## src/rtl/serial_adder_pkg.sv

```systemverilog
// Shared types and constants for the bit-serial adder.
// Optional feature macro: SERIAL_ADDER_OVF_EN (signed overflow output).
package serial_adder_pkg;

  localparam int unsigned DefaultWidth = 8;

  typedef enum logic [1:0] {
    IDLE,
    SHIFT,
    DONE
  } serial_adder_state_t;

  // Bit counter only has to reach WIDTH-1, and is kept at least one bit wide.
  function automatic int unsigned cnt_width(input int unsigned w);
    return (w <= 2) ? 1 : $clog2(w);
  endfunction

endpackage

```

## src/rtl/serial_adder_if.sv

```systemverilog
// Operand/result bundle between operand capture, the serial adder and the display path.
// Optional feature macro: SERIAL_ADDER_OVF_EN adds the ovf signal.
interface serial_adder_if
  import serial_adder_pkg::*;
#(
  parameter int unsigned WIDTH = DefaultWidth
);
  logic             start;
  logic [WIDTH-1:0] a;
  logic [WIDTH-1:0] b;
  logic             cin;
  logic             busy;
  logic             done;
  logic [WIDTH-1:0] sum;
  logic             cout;
`ifdef SERIAL_ADDER_OVF_EN
  logic             ovf;

  modport master (output start, a, b, cin, input busy, done, sum, cout, ovf);
  modport slave  (input start, a, b, cin, output busy, done, sum, cout, ovf);
`else
  modport master (output start, a, b, cin, input busy, done, sum, cout);
  modport slave  (input start, a, b, cin, output busy, done, sum, cout);
`endif
endinterface

```

## src/rtl/full_adder_struc.sv

```systemverilog
// Existing 1-bit full adder cell, gate-level form.
// Optional feature macro: none (SERIAL_ADDER_OVF_EN does not affect this cell).
module full_adder_struc (
  input  logic a,
  input  logic b,
  input  logic cin,
  output logic sum,
  output logic cout
);
  logic ab_x;
  logic ab_a;
  logic cx_a;

  assign ab_x = a ^ b;
  assign ab_a = a & b;
  assign cx_a = cin & ab_x;
  assign sum  = ab_x ^ cin;
  assign cout = ab_a | cx_a;
endmodule

```

## src/rtl/serial_adder.sv

```systemverilog
// Bit-serial WIDTH-bit adder: LSB-first through one full adder cell, registered carry.
// Optional feature macro: SERIAL_ADDER_OVF_EN adds a registered signed-overflow output.
module serial_adder
  import serial_adder_pkg::*;
#(
  parameter int unsigned WIDTH = DefaultWidth
) (
  input logic          clk,
  input logic          rst,
  serial_adder_if.slave bus
);
  localparam int unsigned       CntW    = cnt_width(WIDTH);
  localparam logic [CntW-1:0]   LastCnt = CntW'(WIDTH - 1);

  serial_adder_state_t state_q, state_d;
  logic [WIDTH-1:0]    a_sh_q, a_sh_d;
  logic [WIDTH-1:0]    b_sh_q, b_sh_d;
  logic [WIDTH-1:0]    sum_sh_q, sum_sh_d;
  logic [WIDTH-1:0]    sum_q, sum_d;
  logic [CntW-1:0]     cnt_q, cnt_d;
  logic                carry_q, carry_d;
  logic                cout_q, cout_d;
  logic                done_q, done_d;
  logic                load;
  logic                fa_sum, fa_cout;
`ifdef SERIAL_ADDER_OVF_EN
  logic                ovf_q, ovf_d;
`endif

  full_adder_struc u_fa (
    .a    (a_sh_q[0]),
    .b    (b_sh_q[0]),
    .cin  (carry_q),
    .sum  (fa_sum),
    .cout (fa_cout)
  );

  always_comb begin
    state_d  = state_q;
    a_sh_d   = a_sh_q;
    b_sh_d   = b_sh_q;
    sum_sh_d = sum_sh_q;
    sum_d    = sum_q;
    cnt_d    = cnt_q;
    carry_d  = carry_q;
    cout_d   = cout_q;
    done_d   = 1'b0;
    load     = 1'b0;
`ifdef SERIAL_ADDER_OVF_EN
    ovf_d    = ovf_q;
`endif

    unique case (state_q)
      IDLE: begin
        if (bus.start) load = 1'b1;
      end
      SHIFT: begin
        a_sh_d   = a_sh_q >> 1;
        b_sh_d   = b_sh_q >> 1;
        sum_sh_d = {fa_sum, sum_sh_q[WIDTH-1:1]};
        carry_d  = fa_cout;
        cnt_d    = cnt_q + CntW'(1);
        if (cnt_q == LastCnt) begin
          sum_d   = {fa_sum, sum_sh_q[WIDTH-1:1]};
          cout_d  = fa_cout;
          done_d  = 1'b1;
          cnt_d   = '0;
          state_d = DONE;
`ifdef SERIAL_ADDER_OVF_EN
          // carry_q still holds the carry into the MSB on the last shift.
          ovf_d   = carry_q ^ fa_cout;
`endif
        end
      end
      DONE: begin
        if (bus.start) load = 1'b1;
        else           state_d = IDLE;
      end
      default: state_d = IDLE;
    endcase

    if (load) begin
      a_sh_d   = bus.a;
      b_sh_d   = bus.b;
      carry_d  = bus.cin;
      sum_sh_d = '0;
      cnt_d    = '0;
      state_d  = SHIFT;
    end
  end

  always_ff @(posedge clk) begin
    if (rst) begin
      state_q  <= IDLE;
      a_sh_q   <= '0;
      b_sh_q   <= '0;
      sum_sh_q <= '0;
      sum_q    <= '0;
      cnt_q    <= '0;
      carry_q  <= 1'b0;
      cout_q   <= 1'b0;
      done_q   <= 1'b0;
`ifdef SERIAL_ADDER_OVF_EN
      ovf_q    <= 1'b0;
`endif
    end else begin
      state_q  <= state_d;
      a_sh_q   <= a_sh_d;
      b_sh_q   <= b_sh_d;
      sum_sh_q <= sum_sh_d;
      sum_q    <= sum_d;
      cnt_q    <= cnt_d;
      carry_q  <= carry_d;
      cout_q   <= cout_d;
      done_q   <= done_d;
`ifdef SERIAL_ADDER_OVF_EN
      ovf_q    <= ovf_d;
`endif
    end
  end

  assign bus.busy = (state_q == SHIFT);
  assign bus.done = done_q;
  assign bus.sum  = sum_q;
  assign bus.cout = cout_q;
`ifdef SERIAL_ADDER_OVF_EN
  assign bus.ovf  = ovf_q;
`endif

endmodule
```

## src/flat_wrapper.sv

```systemverilog
// flat-port wrapper written by rule: the top's interface ports become plain ports
module serial_adder_flat import serial_adder_pkg::*;
#(
  parameter int unsigned WIDTH = DefaultWidth
)
  (clk, rst, bus_start, bus_a, bus_b, bus_cin, bus_busy, bus_done, bus_sum, bus_cout);
  serial_adder_if #(.WIDTH(WIDTH)) bus_i ();
  input logic clk;
  input logic rst;
  input wire logic [$bits(bus_i.start)-1:0] bus_start;
  input wire logic [$bits(bus_i.a)-1:0] bus_a;
  input wire logic [$bits(bus_i.b)-1:0] bus_b;
  input wire logic [$bits(bus_i.cin)-1:0] bus_cin;
  output wire logic [$bits(bus_i.busy)-1:0] bus_busy;
  output wire logic [$bits(bus_i.done)-1:0] bus_done;
  output wire logic [$bits(bus_i.sum)-1:0] bus_sum;
  output wire logic [$bits(bus_i.cout)-1:0] bus_cout;
  assign bus_i.start = bus_start;
  assign bus_i.a = bus_a;
  assign bus_i.b = bus_b;
  assign bus_i.cin = bus_cin;
  assign bus_busy = bus_i.busy;
  assign bus_done = bus_i.done;
  assign bus_sum = bus_i.sum;
  assign bus_cout = bus_i.cout;
  serial_adder #(.WIDTH(WIDTH)) u_core (.clk(clk), .rst(rst), .bus(bus_i));
endmodule
```

## config.mk

```make
export PLATFORM = sky130hd
export DESIGN_NAME = serial_adder_flat
export DESIGN_NICKNAME = d
export VERILOG_FILES = /design/src/rtl/serial_adder_pkg.sv /design/src/rtl/serial_adder_if.sv /design/src/rtl/full_adder_struc.sv /design/src/rtl/serial_adder.sv /design/src/flat_wrapper.sv
export SDC_FILE = /design/constraint.sdc
export NUM_CORES = 1
export LEC_CHECK = 0
export ABC_AREA = 1
export ABC_CLOCK_PERIOD_IN_PS = 1800
export BUFFER_PORTS_ARGS = -buffer_cell sky130_fd_sc_hd__buf_2
export CAP_MARGIN = 25
export CORE_UTILIZATION = 54
export DETAILED_ROUTE_END_ITERATION = 12
export PLACE_DENSITY_LB_ADDON = 0.1
export SLEW_MARGIN = 20
export SYNTH_ARGS = -nofsm -noshare
export SYNTH_HDL_FRONTEND = slang
export SYNTH_SLANG_ARGS = --single-unit
```

## constraint.sdc

```tcl
create_clock -name clk -period 1.8 [get_ports clk]
set_clock_uncertainty 0.2 [all_clocks]
set_input_delay 0 -clock clk [delete_from_list [all_inputs] [get_ports clk]]
set_output_delay 0 -clock clk [all_outputs]
set_load 0.05 [all_outputs]
```

-- Word level (Yosys, flattened, before mapping)
Cells that the tools add are included.
- bits in registers: 40
- output and inout port bits: 11
- word-level logic and storage cells: 48
- $add $sub $neg: 1
- equality and inequality tests: 8
- mux-type cells: 14
- bitwise gates (word level): 7
- reductions and logical operators: 8
- operators by type and width (kind ; number):
    $mux W8 ; 4
    $mux W1 ; 6
    $pmux W2 S3 ; 1
    $reduce_and A3 Y1 ; 2
    $reduce_or A2 Y1 ; 3
    $mux W2 ; 2
    $ne A2 B1 Y1 const B ; 2
    $add A3 B1 Y3 const B ; 1
    $eq A3 B3 Y1 const B ; 1
    $mux W3 ; 1
    $ne A3 B1 Y1 const B ; 1
    $ne A3 B2 Y1 const B ; 1
    $and A1 B1 Y1 ; 2
    $eq A2 B1 Y1 const B ; 1
    $eq A2 B2 Y1 const B ; 1
    $logic_not A2 Y1 ; 1
    $ne A2 B2 Y1 const B ; 1
    $not A1 Y1 ; 2
    $reduce_and A2 Y1 ; 1
    $reduce_bool A2 Y1 ; 1
    $xor A1 B1 Y1 ; 2
    $or A1 B1 Y1 ; 1

-- Logic depth before layout (Yosys ltp)
Gate-level depths: netlist of run 1.
- depth after elaboration: 5
- depth in mapped cells: 8
- mapped depth without buffers: 8

-- Modules after synthesis
From an unflattened synthesis of run 1, not the netlist that was laid out.
- cells, all modules: 223
- area total of the unflattened synthesis: 1808.0 um^2
- by module, submodules not included (module ; times used ; cells an instance ; area each (um^2) ; seq. area each (um^2)):
    serial_adder ; 1 ; 222 ; 1788.0 ; 780.7
    full_adder_struc ; 1 ; 1 ; 20.0 ; 0.0

-- Worst setup path after synthesis of run 1
No wires, ideal clock.
- path kind: register -> register
- from: register u_core.cnt_q[0]
- to: register u_core.sum_q[1], in the netlist u_core.bus.sum[1]
- arrival: 1.064 ns
- setup slack: 0.422 ns
- cell stages (with the launch flop): 9
- buffers on the path: 0
- period minus slack after synthesis: 1.378 ns
- cell sequence: dfxtp_1 > ha_1 > ha_1 > inv_1 > nor2_4 > nand2_2 > clkinv_2 > nand2_1 > nand2_1
- word-level cells in the longest chain between the ends: 2
- RTL lines (item ; line ; RTL):
    from (decl) ; serial_adder.sv:20 ; logic [CntW-1:0] cnt_q, cnt_d;
    from (signal assigned) ; serial_adder.sv:112 ; cnt_q <= cnt_d;
    $eq A3 B3 Y1 ; serial_adder.sv:63 ; if (cnt_q == LastCnt) begin
    $reduce_and A2 Y1 (no line) ; n/a ;
    to (signal assigned) ; serial_adder.sv:111 ; sum_q <= sum_d;
    to (decl) ; serial_adder.sv:19 ; logic [WIDTH-1:0] sum_q, sum_d;
No other way between the ends.
A chain may end at the register's enable or synchronous reset.

-- Worst setup path after layout of run 1
- from: register u_core.state_q[0]
- to: register u_core.a_sh_q[7]
- word-level cells in the longest chain between the ends: 4
- elaborated cells on any way between the ends: 7
- those cells by class: eq/ne: 2; mux: 2; reduce/logical: 3
- RTL lines (item ; line ; RTL):
    from (decl) ; serial_adder.sv:15 ; serial_adder_state_t state_q, state_d;
    from (signal assigned) ; serial_adder.sv:107 ; state_q <= state_d;
    $eq A2 B2 Y1 or $logic_not A2 Y1 (tied branches) ; serial_adder.sv:53 ; unique case (state_q)
    $reduce_or A2 Y1 (no line) ; n/a ;
    $mux W1 ; n/a ;
    $mux W8 or $reduce_bool A2 Y1 (tied branches) ; n/a ;
    to (signal assigned) ; serial_adder.sv:108 ; a_sh_q <= a_sh_d;
    to (decl) ; serial_adder.sv:16 ; logic [WIDTH-1:0] a_sh_q, a_sh_d;
Several ways; a longest one is shown, not always the timed one.

==> load_flow_metrics.sql, run 1 <==
INSERT INTO impl_metrics (metric_group, metric, value, unit) VALUES
('outcome', 'result_of_the_run', 'finished, final reports clean', ''),
('place', 'global_placement_routability_congestion', '0.728', ''),
('layout', 'post_route_cells_drive_above_1_share', '22.1', '%'),
('logic_synthesis', 'netlist_area', '0.00177', 'mm²'),
('layout', 'design.final.nets', '312', ''),
('layout', 'multiInputGateArea', '766', 'µm²'),
('layout', 'most-common-layout-cells', 'nand2_1 (67), dfxtp_1 (38), buf_2 (29)', ''),
('grt', 'global_route.usage.total', '23.5', '%'),
('layout', 'finalNonFillerCells', '334', ''),
('power', 'p_leak', '1.09', 'nW'),
('clock_tree', 'htreeDepth', '2', ''),
('critical_path', 'cp-start-kind', 'register', ''),
('clock_tree', 'numCtsBuffers', '5', ''),
('routing', 'drt_first_pass_iters', '6', ''),
('layout', 'layout.cells.most_common', 'nand2_1', ''),
('critical_path', 'critical_path_buf_inv_count', '2', ''),
('layout', 'finalCoreUtilization', '71.5', '%'),
('sta', 'fin_crit_sh', '94.1', '%'),
('clock_tree', 'clkTransAtPathRegs', '130', 'ps'),
('clock_tree', 'cts_setup_buffers', '0', ''),
('sta', 'max_slew_margin', '71.1', '%'),
('floorplan', 'die-width', '59.3', 'µm'),
('sta', 'finalCriticalPeriod', '1690', 'ps'),
('routing', 'antenna_violating_nets_post_route', '0', ''),
('critical_path', 'worstPathMaxFanout', '6', ''),
('sta', 'max_slew.worst_pin.slew', '432', 'ps'),
('critical_path', 'path_delay_family', 'buffers and inverters', ''),
('place', 'post-dp-hpwl', '2220', 'µm'),
('sta', 'final-setup-viol-count', '0', ''),
('floorplan', 'std_cell_rows', '20', ''),
('critical_path', 'crit_path_top_delay_cell', 'dlygate4sd3_1', ''),
('logic_synthesis', 'post_synthesis_register_bit_count', '39', ''),
('logic_synthesis', 'postSynthAreaPerCell', '7.45', 'µm²'),
('power', 'peakVddDrop', '0.000774', 'V'),
('place', 'placed_area', '0.00190', 'mm²'),
('power', 'power.share.combinational', '15.3', '%'),
('routing', 'post-route-drc-count', '0', ''),
('critical_path', 'critPathKind', 'reg2reg', ''),
('place', 'place_inst', '305', ''),
('sta', 'timing.final.max_slew_violations', '0', ''),
('grt', 'global_route.overflow_total', '0', ''),
('clock_tree', 'cts.sink_count', '39', ''),
('critical_path', 'timing.critical_path.arrival', '1790', 'ps'),
('routing', 'met3RoutedLength', '123', 'µm'),
('sta', 'setup_total_negative_slack', '0', 'ps'),
('layout', 'antenna-diode-count', '0', ''),
('grt', 'antenna_found_initial', '0', ''),
('routing', 'initialDrtViolationCount', '105', ''),
('routing', 'wl_met1', '1790', 'µm'),
('clock_tree', 'cts_root_buf', 'clkbuf_4', ''),
('power', 'cellPowerDensity', '820', 'mW/mm²'),
('place', 'place.port_buffers', '30', ''),
('layout', 'final_area', '0.00220', 'mm²'),
('sta', 'final-hold-violation-count', '0', ''),
('routing', 'routed_via_density', '4.62', ''),
('clock_tree', 'insertion_delay', '360', 'ps'),
('critical_path', 'critPathMaxStageDelay', '550', 'ps'),
('routing', 'routed_wirelength', '3590', 'µm'),
('routing', 'avgRoutedWirePerCell', '10.7', 'µm'),
('power', 'clock_network_fraction_of_total_power', '33.2', '%'),
('power', 'netSwitchingFraction', '27.2', '%'),
('clock_tree', 'cts-root-to-sink-buffers', '2', ''),
('logic_synthesis', 'yosys_warnings', '0', ''),
('clock_tree', 'tritoncts', 'built', ''),
('power', 'power.internal', '1.31', 'mW'),
('sta', 'max_freq', '590', 'MHz'),
('logic_synthesis', 'synth_sequential_area_ratio', '44.0', '%'),
('grt', 'grt_start_max_net_pins', '25', ''),
('logic_synthesis', 'syn_nets', '261', ''),
('floorplan', 'die_area', '0.00352', 'mm²'),
('sta', 'grt_setup_unrepaired', 'false', '');
-- through the flow --
stage	hold slack [ps]	setup slack (ps)	total power [mW]
5_1_grt	279	12.3	1.89
3_5_place_dp	29.5	317	1.18
3_3_place_gp	35.0	353	1.19
4_1_cts	254	52.0	1.82
6_report	273	105	1.80
2_1_floorplan	-65.1	422	1.14
-- sequential cells by signal (all words and copies together), names as in the netlist --
| register | flops |
|---|---|
| u_core.a_sh_q | 8 |
| u_core.b_sh_q | 8 |
| u_core.bus.cout | 1 |
| u_core.bus.done | 1 |
| u_core.bus.sum | 8 |
| u_core.carry_q | 1 |
| u_core.cnt_q | 3 |
| u_core.state_q | 2 |
| u_core.sum_sh_q | 7 |
-- worst paths after layout --
| kind | start | to | slack, ps | cells past startpoint |
|---|---|---|---|---|
| worst max-delay path | u_core.state_q[0]$_SDFFE_PP0P_ | u_core.a_sh_q[7]$_SDFFE_PP0P_ | 110 | 5 |
| worst min-delay path | rst | u_core.b_sh_q[6]$_SDFFE_PP0P_ | 270 | 3 |
| worst max register to register | u_core.state_q[0]$_SDFFE_PP0P_ | u_core.a_sh_q[7]$_SDFFE_PP0P_ | 110 | 5 |
| worst min register to register | u_core.sum_sh_q[4]$_SDFFE_PP0N_ | u_core.bus.sum[3]$_SDFFE_PP0P_ | 280 | 2 |
-- what timing repair did --
item / CTS / global route
setup endpoints to repair: 0 / 2
hold endpoints to repair: 24 / 0
resized for setup: 0 / 2
hold buffers: 21 / 0
-- worst register-to-register path, cell delays in order, from the launching register on --
cell	delay, ps
dfxtp_2	370
buf_4	160
nor2_4	160
nand2_1	60
dlygate4sd3_1	550
a21oi_1	130
-- final cells by class --
type	count	area share [%]
Sequential cell	39	35.6
Multi-Input combinational cell	155	34.8
Timing Repair Buffer	53	17.2
Inverter	35	6.26
Tap cell	44	2.50
Clock inverter	3	1.99
Clock buffer	5	1.71
-- power by group through the flow --
| stage | Combinational, mW | Clock [mW] | Sequential, mW |
|---|---|---|---|
| 4_1_cts | 0.273 | 0.614 | 0.929 |
| 3_5_place_dp | 0.237 | 0 | 0.948 |
| 6_report | 0.276 | 0.599 | 0.929 |
| 5_1_grt | 0.310 | 0.645 | 0.935 |
| 2_1_floorplan | 0.204 | 0 | 0.940 |
| 3_3_place_gp | 0.238 | 0 | 0.947 |
-- cell families after synthesis --
| kind of cell | count (synthesis) | share of synthesized area, % |
|---|---|---|
| adders and majority gates | 3 | 2.54 |
| and+or+nand+nor | 122 | 30.9 |
| AOI/OAI and AO/OA | 30 | 9.73 |
| buffers and inverters | 44 | 12.8 |
| DFF | 39 | 44.0 |
-- routing by layer --
metal	vias to the layer above	global-route usage [%]
met1	675	30.9
met5	-	0
li1	835	-
met3	5	5.24
met4	0	9.18
met2	27	37.6
-- synth_stat cells, drive strengths merged --
cell	count	area share (%)
nand3	20	5.9
inv	34	7.5
o21ai	12	4.4
fa	1	1.1
a21oi	18	5.3
clkinv	1	0.28
nand2	73	18
dfxtp	39	44
nor3	1	0.28
ha	2	1.4
buf	9	5.1
nor2	28	6.8
(Power assumes the default switching activity.)
==> inputs of run 2 (changes only) <==
--- a/config.mk
+++ b/config.mk
@@ -6,11 +6,11 @@
 export NUM_CORES = 1
 export LEC_CHECK = 0
 export ABC_AREA = 1
-export ABC_CLOCK_PERIOD_IN_PS = 1800
-export BUFFER_PORTS_ARGS = -buffer_cell sky130_fd_sc_hd__buf_2
+export ABC_CLOCK_PERIOD_IN_PS = 1950
 export CAP_MARGIN = 25
-export CORE_UTILIZATION = 54
+export CORE_UTILIZATION = 55
 export DETAILED_ROUTE_END_ITERATION = 12
+export DONT_BUFFER_PORTS = 1
 export PLACE_DENSITY_LB_ADDON = 0.1
 export SLEW_MARGIN = 20
 export SYNTH_ARGS = -nofsm -noshare
==> constraint.sdc (replaced) <==
create_clock -name clk -period 1.95 [get_ports clk]
set_clock_uncertainty 0.2 [all_clocks]
set_input_delay 0 -clock clk [delete_from_list [all_inputs] [get_ports clk]]
set_output_delay 0 -clock clk [all_outputs]
set_load 0.05 [all_outputs]
==> load_flow_metrics.sql, run 2 (synthesis gave the netlist of run 1 again) <==
INSERT INTO impl_metrics (metric_group, metric, value, unit) VALUES
('outcome', 'result_of_the_run', 'finished, final reports clean', ''),
('sta', 'fin_crit_sh', '94.3', '%'),
('routing', 'routed_wirelength', '3830', 'µm'),
('clock_tree', 'insertion_delay', '350', 'ps'),
('hold_path', 'worstHoldEndpoint', 'u_core.b_sh_q[7]$_SDFFE_PP0P_', ''),
('floorplan', 'num_io_pins', '31', ''),
('floorplan', 'std_cell_rows', '20', ''),
('grt', 'global_route.usage.total', '25.3', '%'),
('place', 'global_placement_routability_congestion', '0.764', ''),
('critical_path', 'critPathKind', 'reg2reg', ''),
('layout', 'layout.cells.most_common', 'nand2_1', ''),
('critical_path', 'critical_path_buf_inv_count', '2', ''),
('floorplan', 'die-width', '58.8', 'µm'),
('layout', 'finalNonFillerCells', '316', ''),
('clock_tree', 'clkTransAtPathRegs', '120', 'ps'),
('power', 'clock_network_fraction_of_total_power', '27.4', '%'),
('critical_path', 'timing.critical_path.cells', 'buf_4 > nor2_4 > nand2_1 > dlygate4sd3_1 > nand2_1 > a21oi_1', ''),
('critical_path', 'r2r_cells', '6', ''),
('sta', 'final-hold-violation-count', '0', ''),
('power', 'netSwitchingFraction', '29.7', '%'),
('critical_path', 'worst_path_most_repeated_cell', 'nand2_1', ''),
('floorplan', 'die_height', '58.8', 'µm'),
('clock_tree', 'numCtsBuffers', '5', ''),
('place', 'place.port_buffers', '0', ''),
('layout', 'multiInputGateArea', '774', 'µm²'),
('place', 'post-dp-hpwl', '2370', 'µm'),
('critical_path', 'critPathMaxStageDelay', '560', 'ps'),
('hold_path', 'timing.hold.worst_path_depth', '3', ''),
('sta', 'timing.final.max_slew_violations', '0', ''),
('grt', 'global_route.overflow_total', '0', ''),
('critical_path', 'worstPathMaxFanout', '6', ''),
('layout', 'sequential_cell_area', '782', 'µm²'),
('power', 'sequentialPowerShare', '56.3', '%'),
('critical_path', 'crit_path_top_delay_cell', 'dlygate4sd3_1', ''),
('power', 'peakVddDrop', '0.000479', 'V'),
('clock_tree', 'htreeDepth', '2', ''),
('critical_path', 'cp-start-kind', 'register', ''),
('clock_tree', 'cts-root-to-sink-buffers', '2', ''),
('critical_path', 'r2r_start', 'u_core.state_q[0]$_SDFFE_PP0P_', ''),
('critical_path', 'cp.required', '1970', 'ps'),
('layout', 'design.final.nets', '294', ''),
('clock_tree', 'tritoncts', 'built', ''),
('routing', 'dr_total_vias', '1562', ''),
('sta', 'max_freq', '544', 'MHz'),
('routing', 'avgRoutedWirePerCell', '12.1', 'µm'),
('critical_path', 'path_delay_family', 'buffers and inverters', ''),
('sta', 'max_slew.worst_pin.slew', '507', 'ps'),
('grt', 'first_global_vias', '1535', ''),
('critical_path', 'critPathLaunch', 'u_core.state_q[0]$_SDFFE_PP0P_', ''),
('floorplan', 'die_area', '0.00346', 'mm²'),
('floorplan', 'core_area', '0.00305', 'mm²'),
('layout', 'most-common-layout-cells', 'nand2_1 (67), dfxtp_1 (38), inv_1 (27)', ''),
('power', 'power.internal', '1.07', 'mW'),
('critical_path', 'timing.critical_path.arrival', '1860', 'ps'),
('grt', 'grt_start_max_net_pins', '29', ''),
('place', 'place_inst', '283', ''),
('sta', 'max_slew_margin', '66.2', '%'),
('clock_tree', 'cts.sink_count', '39', ''),
('critical_path', 'timing.critical_path.to_type', 'register', ''),
('layout', 'antenna-diode-count', '0', ''),
('power', 'power.share.combinational', '16.3', '%'),
('layout', 'fillCellCount', '279', ''),
('routing', 'drt_first_pass_iters', '4', ''),
('floorplan', 'effective_utilization_at_floorplan', '58.1', '%'),
('sta', 'setup_total_negative_slack', '0', 'ps'),
('sta', 'worst_slack', '110', 'ps'),
('layout', 'finalCoreUtilization', '69.8', '%'),
('clock_tree', 'cts_root_buf', 'clkbuf_4', ''),
('critical_path', 'rrSetupSlack', '110', 'ps'),
('power', 'p_leak', '0.993', 'nW'),
('place', 'placed_area', '0.00181', 'mm²'),
('routing', 'antenna_violating_nets_post_route', '0', ''),
('routing', 'initialDrtViolationCount', '137', ''),
('power', 'netSwitchingPower', '0.454', 'mW'),
('critical_path', 'critical_path.reg2reg.endpoint', 'u_core.a_sh_q[2]$_SDFFE_PP0P_', ''),
('layout', 'post_route_cells_drive_above_1_share', '15.4', '%'),
('routing', 'routed_via_density', '4.94', ''),
('sta', 'finalCriticalPeriod', '1840', 'ps'),
('flow_run', 'maxCapViolations', '0', ''),
('power', 'cellPowerDensity', '716', 'mW/mm²'),
('place', 'worst_setup_timing_slack_at_the_placement_stage', '452', 'ps'),
('sta', 'final-setup-viol-count', '0', ''),
('clock_tree', 'cts_setup_buffers', '0', ''),
('grt', 'grt_pass1_wl', '6590', 'µm'),
('hold_path', 'worstHoldPathType', 'in2reg', ''),
('layout', 'layout-area-overhead-vs-synth', '20.2', '%'),
('hold_path', 'timing.hold.worst.start', 'bus_b[7]', ''),
('layout', 'final_area', '0.00213', 'mm²'),
('sta', 'grt_setup_unrepaired', 'false', ''),
('routing', 'post-route-drc-count', '0', ''),
('grt', 'antenna_found_initial', '0', '');
[run 2: cell types whose count changed in the layout (fill, tap and decap cells not counted), sizes merged]
cell / change
dlygate4sd3: +4
clkbuf: -1
clkinv: -1
buf: -21
bufinv: -1
clkinvlp: +2
[run 2: worst max-delay path by stage]
stage | cells past startpoint | endpoint | slack (ps)
after floorplan | 8 | u_core.bus.sum[1]$_SDFFE_PP0P_ | 570
after global placement | 8 | u_core.bus.sum[3]$_SDFFE_PP0P_ | 510
after detailed placement | 8 | u_core.bus.sum[2]$_SDFFE_PP0P_ | 450
after CTS | 6 | u_core.b_sh_q[6]$_SDFFE_PP0P_ | 70
after global routing | 6 | u_core.a_sh_q[3]$_SDFFE_PP0P_ | 10
final | 6 | u_core.a_sh_q[2]$_SDFFE_PP0P_ | 110
[run 2: what timing repair did]
action | in CTS | in global routing
resized for setup | 0 | 2
endpoints found under the hold margin | 39 | 0
hold buffers | 25 | 0
setup endpoints to repair | 0 | 2
[run 2: metrics by stage]
stage,hold WS (ps),power [mW]
after floorplan,-65.1,1.06
after global placement,-135,1.06
after detailed placement,-135,1.07
after CTS,135,1.52
after global routing,116,1.61
final,130,1.53
[run 2: power by group through the flow]
| stage | combinational (mW) | clock [mW] | sequential (mW) |
|---|---|---|---|
| detailed placement | 0.196 | 0 | 0.875 |
| global placement | 0.188 | 0 | 0.874 |
| finish | 0.249 | 0.418 | 0.860 |
| CTS | 0.243 | 0.418 | 0.858 |
| global route | 0.279 | 0.466 | 0.865 |
| floorplan | 0.188 | 0 | 0.868 |
[run 2: area by class of cell]
cell class	count	area share, %
Sequential cell	39	36.7
Inverter	35	6.46
Clock buffer	5	1.76
Clock inverter	3	0.939
Timing Repair Buffer	35	15.3
Tap cell	44	2.58
Multi-Input combinational cell	155	36.3
[run 2: per-layer routing]
metal  vias up  GRT usage [%]  part of all wire, %
li1        799              -                    -
met1       712           30.9                   45
met2        43           41.9                   48
met3         8           7.03                  4.9
met4         0           10.2                  1.7
met5         -              0                    0
[run 2: worst min-delay path: stages]
cell and delay, ps:
dlygate4sd3_1 520, nor2_1 50, nor2_1 80
